## src/rtl/tru_nbit_serial_if.sv

```systemverilog
// Operand/result bundle for the digit-serial subtractor.
// The master drives the request; the slave returns status and result.
interface tru_nbit_serial_if #(
  parameter int unsigned WIDTH = 8
);
  logic             start;
  logic [WIDTH-1:0] A;
  logic [WIDTH-1:0] B;
  logic             bin;
  logic             busy;
  logic             done;
  logic [WIDTH-1:0] D;
  logic             bo;
  logic             ovf;

  modport master (output start, A, B, bin, input busy, done, D, bo, ovf);
  modport slave  (input start, A, B, bin, output busy, done, D, bo, ovf);
endinterface

```

## src/rtl/tru_nbit_serial.sv

```systemverilog
// Digit-serial subtractor: D = A - B - bin, DIGIT bits per clock, LSB-first.
// Also produces the unsigned borrow-out and the two's-complement overflow flag.
module tru_nbit_serial #(
  parameter int unsigned WIDTH = 8,
  parameter int unsigned DIGIT = 2
) (
  input  logic              clk,
  input  logic              rst,
  tru_nbit_serial_if.slave  bus
);
  localparam int unsigned N  = WIDTH / DIGIT;
  localparam int unsigned CW = (N > 1) ? $clog2(N) : 1;

  if ((WIDTH % DIGIT) != 0) begin : g_bad_digit
    $error("tru_nbit_serial: WIDTH must be a multiple of DIGIT");
  end

  typedef enum logic [1:0] {IDLE, RUN, DONE} state_t;

  state_t           state;
  logic [CW-1:0]    cnt;
  logic [WIDTH-1:0] a_sh;
  logic [WIDTH-1:0] b_sh;
  logic [WIDTH-1:0] diff_q;
  logic             borrow_q;
  logic             a_msb;
  logic             b_msb;
  logic             busy_q;
  logic             done_q;
  logic [WIDTH-1:0] d_q;
  logic             bo_q;
  logic             ovf_q;

  logic [DIGIT-1:0] dig;
  logic             br;
  logic             br_out;
  logic [WIDTH-1:0] diff_next;
  logic             last;

  // Ripple-borrow chain over the current (lowest) digit of the shifted operands.
  always_comb begin
    dig = '0;
    br  = borrow_q;
    for (int i = 0; i < int'(DIGIT); i++) begin
      dig[i] = a_sh[i] ^ b_sh[i] ^ br;
      br     = (~a_sh[i] & b_sh[i]) | (~(a_sh[i] ^ b_sh[i]) & br);
    end
    br_out    = br;
    diff_next = (diff_q >> DIGIT) | (WIDTH'(dig) << (WIDTH - DIGIT));
    last      = (cnt == CW'(N - 1));
  end

  // Control, operand shifters and registered outputs.
  always_ff @(posedge clk or posedge rst) begin
    if (rst) begin
      state    <= IDLE;
      cnt      <= '0;
      a_sh     <= '0;
      b_sh     <= '0;
      diff_q   <= '0;
      borrow_q <= 1'b0;
      a_msb    <= 1'b0;
      b_msb    <= 1'b0;
      busy_q   <= 1'b0;
      done_q   <= 1'b0;
      d_q      <= '0;
      bo_q     <= 1'b0;
      ovf_q    <= 1'b0;
    end else begin
      case (state)
        IDLE, DONE: begin
          done_q <= 1'b0;
          if (bus.start) begin
            a_sh     <= bus.A;
            b_sh     <= bus.B;
            borrow_q <= bus.bin;
            a_msb    <= bus.A[WIDTH-1];
            b_msb    <= bus.B[WIDTH-1];
            diff_q   <= '0;
            cnt      <= '0;
            busy_q   <= 1'b1;
            state    <= RUN;
          end else begin
            state    <= IDLE;
          end
        end
        RUN: begin
          a_sh     <= a_sh >> DIGIT;
          b_sh     <= b_sh >> DIGIT;
          diff_q   <= diff_next;
          borrow_q <= br_out;
          cnt      <= cnt + CW'(1);
          if (last) begin
            d_q    <= diff_next;
            bo_q   <= br_out;
            ovf_q  <= (a_msb != b_msb) && (diff_next[WIDTH-1] != a_msb);
            busy_q <= 1'b0;
            done_q <= 1'b1;
            state  <= DONE;
          end
        end
        default: begin
          busy_q <= 1'b0;
          done_q <= 1'b0;
          state  <= IDLE;
        end
      endcase
    end
  end

  assign bus.busy = busy_q;
  assign bus.done = done_q;
  assign bus.D    = d_q;
  assign bus.bo   = bo_q;
  assign bus.ovf  = ovf_q;
endmodule

```

## src/flat_wrapper.sv

```systemverilog
// flat-port wrapper written by rule: the top's interface ports become plain ports
module tru_nbit_serial_flat 
#(
  parameter int unsigned WIDTH = 8,
  parameter int unsigned DIGIT = 2
)
  (clk, rst, bus_start, bus_A, bus_B, bus_bin, bus_busy, bus_done, bus_D, bus_bo, bus_ovf);
  tru_nbit_serial_if #(.WIDTH(WIDTH)) bus_i ();
  input  logic clk;
  input  logic rst;
  input wire logic [$bits(bus_i.start)-1:0] bus_start;
  input wire logic [$bits(bus_i.A)-1:0] bus_A;
  input wire logic [$bits(bus_i.B)-1:0] bus_B;
  input wire logic [$bits(bus_i.bin)-1:0] bus_bin;
  output wire logic [$bits(bus_i.busy)-1:0] bus_busy;
  output wire logic [$bits(bus_i.done)-1:0] bus_done;
  output wire logic [$bits(bus_i.D)-1:0] bus_D;
  output wire logic [$bits(bus_i.bo)-1:0] bus_bo;
  output wire logic [$bits(bus_i.ovf)-1:0] bus_ovf;
  assign bus_i.start = bus_start;
  assign bus_i.A = bus_A;
  assign bus_i.B = bus_B;
  assign bus_i.bin = bus_bin;
  assign bus_busy = bus_i.busy;
  assign bus_done = bus_i.done;
  assign bus_D = bus_i.D;
  assign bus_bo = bus_i.bo;
  assign bus_ovf = bus_i.ovf;
  tru_nbit_serial #(.WIDTH(WIDTH), .DIGIT(DIGIT)) u_core (.clk(clk), .rst(rst), .bus(bus_i));
endmodule
```

## config.mk

```make
export PLATFORM = sky130hd
export DESIGN_NAME = tru_nbit_serial_flat
export DESIGN_NICKNAME = d
export VERILOG_FILES = /design/src/rtl/tru_nbit_serial_if.sv /design/src/rtl/tru_nbit_serial.sv /design/src/flat_wrapper.sv
export SDC_FILE = /design/constraint.sdc
export NUM_CORES = 1
export LEC_CHECK = 0
export CAP_MARGIN = 20
export CELL_PAD_IN_SITES_DETAIL_PLACEMENT = 0
export CELL_PAD_IN_SITES_GLOBAL_PLACEMENT = 1
export CORE_UTILIZATION = 40
export DETAILED_ROUTE_END_ITERATION = 16
export MAX_ROUTING_LAYER = met4
export PLACE_DENSITY_LB_ADDON = 0.1
export SYNTH_ARGS = -nofsm -noshare
export SYNTH_HDL_FRONTEND = slang
export SYNTH_SLANG_ARGS = --single-unit
export TNS_END_PERCENT = 10
```

## constraint.sdc

```tcl
create_clock -name clk -period 2.1 [get_ports clk]
set_clock_uncertainty 0.05 [all_clocks]
set_input_delay 0.42 -clock clk [delete_from_list [all_inputs] [get_ports clk]]
set_output_delay 0.42 -clock clk [all_outputs]
set_load 0.05 [all_outputs]
```

Yosys cells after proc, flatten, opt, wreduce, memory -nomap -nowiden
Cells that the tools add are included.
Cells by class
  equality and inequality tests: 7
  multiplexer cells: 18
  reductions and logical operators: 8
  bitwise operators: 15
  add/sub/neg operators: 1
Operator list (number)
  case mux 8 bit (2 select lines): 3
  2-to-1 mux 8 bit: 3
  bitwise OR 6 x 8 -> 8 bit: 1
  case mux 2 bit (2 select lines): 2
  AND reduction 2 bit: 4
  2-to-1 mux 1 bit: 6
  AND 1 bit: 4
  == test 2 bit, second input constant: 2
  2-to-1 mux 2 bit: 2
  inverter 1 bit: 4
  case mux 1 bit (2 select lines): 2
  XOR 1 bit: 4
  adder 2 x 1 -> 2 bit, second input constant: 1
  == test 2 x 1 -> 1 bit, second input constant: 1
  logical NOT 2 bit: 1
  inequality test 1 bit: 2
  inequality test 2 x 1 -> 1 bit, second input constant: 1
  inequality test 2 bit, second input constant: 1
  bitwise OR 1 bit: 2
  nonzero test 2 bit: 1
  OR reduction 2 bit: 1
  logical AND 1 bit: 1
Word-level totals
  output and inout bits: 12
  logic and storage cells: 62
  bits in registers: 43
  input bits: 20

Logic depth before layout (Yosys ltp)
  depth in word-level cells: 8
  mapped depth: 6
  depth with buffers taken out: 6

Least setup slack after synthesis
OpenSTA, ideal clock, no wires.
  path type: reg-to-reg
  from: reg u_core.b_sh[0]
  to: reg u_core.ovf_q (netlist: u_core.bus.ovf)
  slack: 315 ps
  path buffers: 0
  data arrival time: 1652 ps
  cell stages (with the launch flop): 6
  cells stage by stage: dfrtp_1 > fa_1 > fa_1 > nor3b_1 > a21oi_1 > o21ai_0
On the way
  cells in the longest elaborated chain, start to end: 8
  elaborated cells on any way between the ends: 9
  classes of those cells: eq/ne: 1; bitwise: 7; reduce/logical: 1
Ends and longest elaborated chain
  start: declaration: RTL line tru_nbit_serial.sv:23  | logic [WIDTH-1:0] b_sh;
  start signal: assignment: RTL line tru_nbit_serial.sv:75  | b_sh <= bus.B;
  start signal: assignment: RTL line tru_nbit_serial.sv:89  | b_sh <= b_sh >> DIGIT;
  XOR 1 bit: RTL line tru_nbit_serial.sv:46  | br = (~a_sh[i] & b_sh[i]) | (~(a_sh[i] ^ b_sh[i]) & br);
  inverter 1 bit: RTL line tru_nbit_serial.sv:46
  AND 1 bit: RTL line tru_nbit_serial.sv:46
  bitwise OR 1 bit *: RTL line tru_nbit_serial.sv:46
  XOR 1 bit *: RTL line tru_nbit_serial.sv:45  | dig[i] = a_sh[i] ^ b_sh[i] ^ br;
  bitwise OR 6 x 8 -> 8 bit *: RTL line tru_nbit_serial.sv:49  | diff_next = (diff_q >> DIGIT) | (WIDTH'(dig) << (WIDTH - DIGIT));
  inequality test 1 bit *: RTL line tru_nbit_serial.sv:96  | ovf_q <= (a_msb != b_msb) && (diff_next[WIDTH-1] != a_msb);
  logical AND 1 bit *: RTL line tru_nbit_serial.sv:96
  end signal: assignment: RTL line tru_nbit_serial.sv:96
  end: declaration: RTL line tru_nbit_serial.sv:32  | logic ovf_q;
Mark *: on every way between the ends. The rest lies on a longest branch, timed or not.
A chain may end at the register's enable or synchronous reset.

Final worst setup path
  from: reg u_core.done_q (netlist: u_core.bus.done)
  to: out bus_done
RTL lines
  start: declaration: RTL line tru_nbit_serial.sv:29  | logic done_q;
  start signal: assignment: RTL line tru_nbit_serial.sv:65  | done_q <= 1'b0;
  start signal: assignment: RTL line tru_nbit_serial.sv:72  | done_q <= 1'b0;
  start signal: assignment: RTL line tru_nbit_serial.sv:98  | done_q <= 1'b1;
  end: declaration: RTL line flat_wrapper.sv:16  | output wire logic [$bits(bus_i.done)-1:0] bus_done;
No word-level cell between the ends.

==> flow_summary.toml <==
[run_status]
status = "complete, no violations"

[sta]
fin_tns_setup_ns = 0
finalCriticalPeriod_ns = 2.008
grt_setup_unrepaired = "no"
hold_slack_ns = 0.4409
slew_viol_final = 0
hold_violations = 0
setup_viol = 0
worst_slack_ns = 0.09214
slew_headroom_pct = 50.81
fmax_ghz = 0.4980
finalCritPeriodShare_pct = 95.61
worst_pin_slew_ns = 0.7378

[clocking]
clock_sinks = 40
clk_pin_slew_ns = 0.08
cts_buffer_depth = 2
ctsRootBufferMaster = "clkbuf_8"
insertion_delay_ns = 0.29
post_cts_buffers = 0
cts-htree-levels = 2
post_cts_resized = 0
cts_tree = "yes"
cts_hold_buf = 0
numCtsBuffers = 5

[final_layout]
antennaDiodeCount = 0
seqCellArea_mm2 = 0.001001
drive_above_1_share_pct = 10.40
fillers = 342
area_delta_synth_final_pct = 26.14
fin_area_mm2 = 0.002071
num-nets-final = 195
instances_no_fill = 221
multi_input_area_um2 = 561.8
final_util_pct = 54.51

[route]
num_vias = 1161
wl_per_cell_um = 14.58
drtPass1Iterations = 4
ant_nets = 0
wirelength_um = 3223
wl_met3_um = 134
drt_iter0_drc = 52
top_layer_used = "met4"
drc_errors = 0
wl_met1_um = 1490
route.met2.wl_um = 1528
viasPerCell = 5.253

[pwr]
power_density_mw_per_mm2 = 1719
leakagePower_nw = 0.9193
peakVddDrop_mv = 0.5195
p_total_mw = 3.560

[synth]
synthDistinctLibCells = 24
syn_area_mm2 = 0.001642
syn-instance-count = 140
synth_fp_nets = 163
yosysSeqAreaShare_pct = 60.98
yosysWarnings = 0
synth-seq-cells = 40
syn_avg_cell_area_um2 = 11.73

[placed_design]
portBuffers = 31
gp_congestion = 0.8328
hpwl_um = 2048
post-place-cells = 213
placed_area_mm2 = 0.001978
place_ws_ns = 0.2269

[hold_path]
min_path_type = "register to register"

[floorplanning]
io_pins = 32
die_w_um = 66.06
core_area_mm2 = 0.003799
rows = 22
die-area_mm2 = 0.004364
die-height_um = 66.06
initial_core_util_pct = 43.21

[global_routing]
grt.overflow.total = 0
antenna_found_initial = 0
grt_use_total_pct = 17.79
grt_pass1_wl_um = 5540
grt_start_max_net_pins = 41
grt_pass1_vias = 1162

[setup_path]
slowest_delay_ns = 0.83
crit_chain = "clkdlybuf4s50_1"
crit_family = "buffers and inverters"
crit_type = "register to output pin"
critPathRequiredTime_ns = 1.63
cp_num_buf_inv = 1
crit_fanout = 5
crit_slowest_cell = "clkdlybuf4s50_1"
arrival_ns = 1.54
critPathLaunchType = "register"
critPathCaptureType = "output pin"

[run]
maxCapViolCount = 0
flip-flops by register name, indices dropped and copies added, names as in the netlist:
name,cells
u_core.state,1
u_core.bus.ovf,1
u_core.bus.done,1
u_core.diff_q,6
u_core.b_msb,1
u_core.bus.busy,1
u_core.cnt,2
u_core.a_sh,8
u_core.bus.D,8
u_core.b_sh,8
u_core.borrow_q,1
u_core.bus.bo,1
u_core.a_msb,1
where the power goes:
group          internal [mW]  switching (mW)  total (mW)
registers               1.14           0.214        1.35
logic                  0.673            1.01        1.69
clock network          0.262           0.261       0.523
total                   2.07            1.49        3.56
cell type report:
class                   count  share of cell area [%]
inverters                   4                  0.7251
repair buffers             35                   16.43
clock buffers               6                   3.988
well taps                  48                   2.900
clock inverters             2                  0.4834
flip-flops and latches     40                   48.34
multi-input cells          86                   27.13
kinds of logic after synthesis:
kind of cell / count (synthesis) / synth area share (%)
adders and majority gates: 3 / 3.201
AOI/OAI and AO/OA: 33 / 13.57
buffers and inverters: 14 / 4.801
muxes: 7 / 4.801
and+or+nand+nor: 43 / 12.65
DFF: 40 / 60.98
cells in the final DEF, fill, tap and decap left out:
master,instances
nor2b_1,3
o2bb2ai_1,2
nand3_1,1
nand2b_1,2
nand2_1,10
o21ai_1,2
nor3b_1,1
nor2_4,1
ha_1,1
inv_1,4
nor3_1,11
fa_1,2
mux2_1,3
a21oi_1,3
o22ai_1,13
clkbuf_8,6
nor2_1,13
mux2_2,4
nand3b_2,1
clkinv_2,2
dfrtp_1,40
o21ai_0,4
clkdlybuf4s50_1,31
buf_4,4
a22o_1,9
cells in the mapped netlist:
| cell type | count | area share (%) |
|---|---|---|
| buf_4 | 3 | 1.4 |
| nor3b_1 | 1 | 0.46 |
| nand2b_1 | 2 | 0.76 |
| buf_6 | 1 | 0.69 |
| nand2_1 | 10 | 2.3 |
| o21ai_1 | 2 | 0.61 |
| o21ai_0 | 4 | 1.2 |
| buf_2 | 6 | 1.8 |
| nor2b_1 | 3 | 1.1 |
| nor2_4 | 1 | 0.69 |
| inv_1 | 4 | 0.91 |
| mux2_1 | 3 | 2.1 |
| a22o_1 | 9 | 4.8 |
| nor3_1 | 11 | 3.4 |
| nand3b_2 | 1 | 0.69 |
| ha_1 | 1 | 0.76 |
| fa_1 | 2 | 2.4 |
| o22ai_1 | 13 | 5.0 |
| dfrtp_1 | 40 | 61 |
| a21oi_1 | 3 | 0.91 |
| mux2_2 | 4 | 2.7 |
| o2bb2ai_1 | 2 | 1.1 |
| nor2_1 | 13 | 3.0 |
| nand3_1 | 1 | 0.30 |
per-layer routing:
layer	vias up	global-route usage, %
met1	569	22.32
met2	30	27.04
met3	7	4.138
met4	0	8.777
li1	555	-
met5	-	-
final timing paths:
path,startpoint,slack [ns],cells after the start,to
max,u_core.bus.done,0.09,1,bus_done
min,u_core.bus.D[1],0.44,1,u_core.bus.D[1]
max reg2reg,u_core.b_sh[0],0.22,5,u_core.bus.ovf
min reg2reg,u_core.bus.D[1],0.44,1,u_core.bus.D[1]
max in group asynchronous,rst,1.15,3,u_core.a_sh[7]
min in group asynchronous,rst,0.49,3,u_core.bus.done
Note: power is estimated with default switching activity, not from simulation.
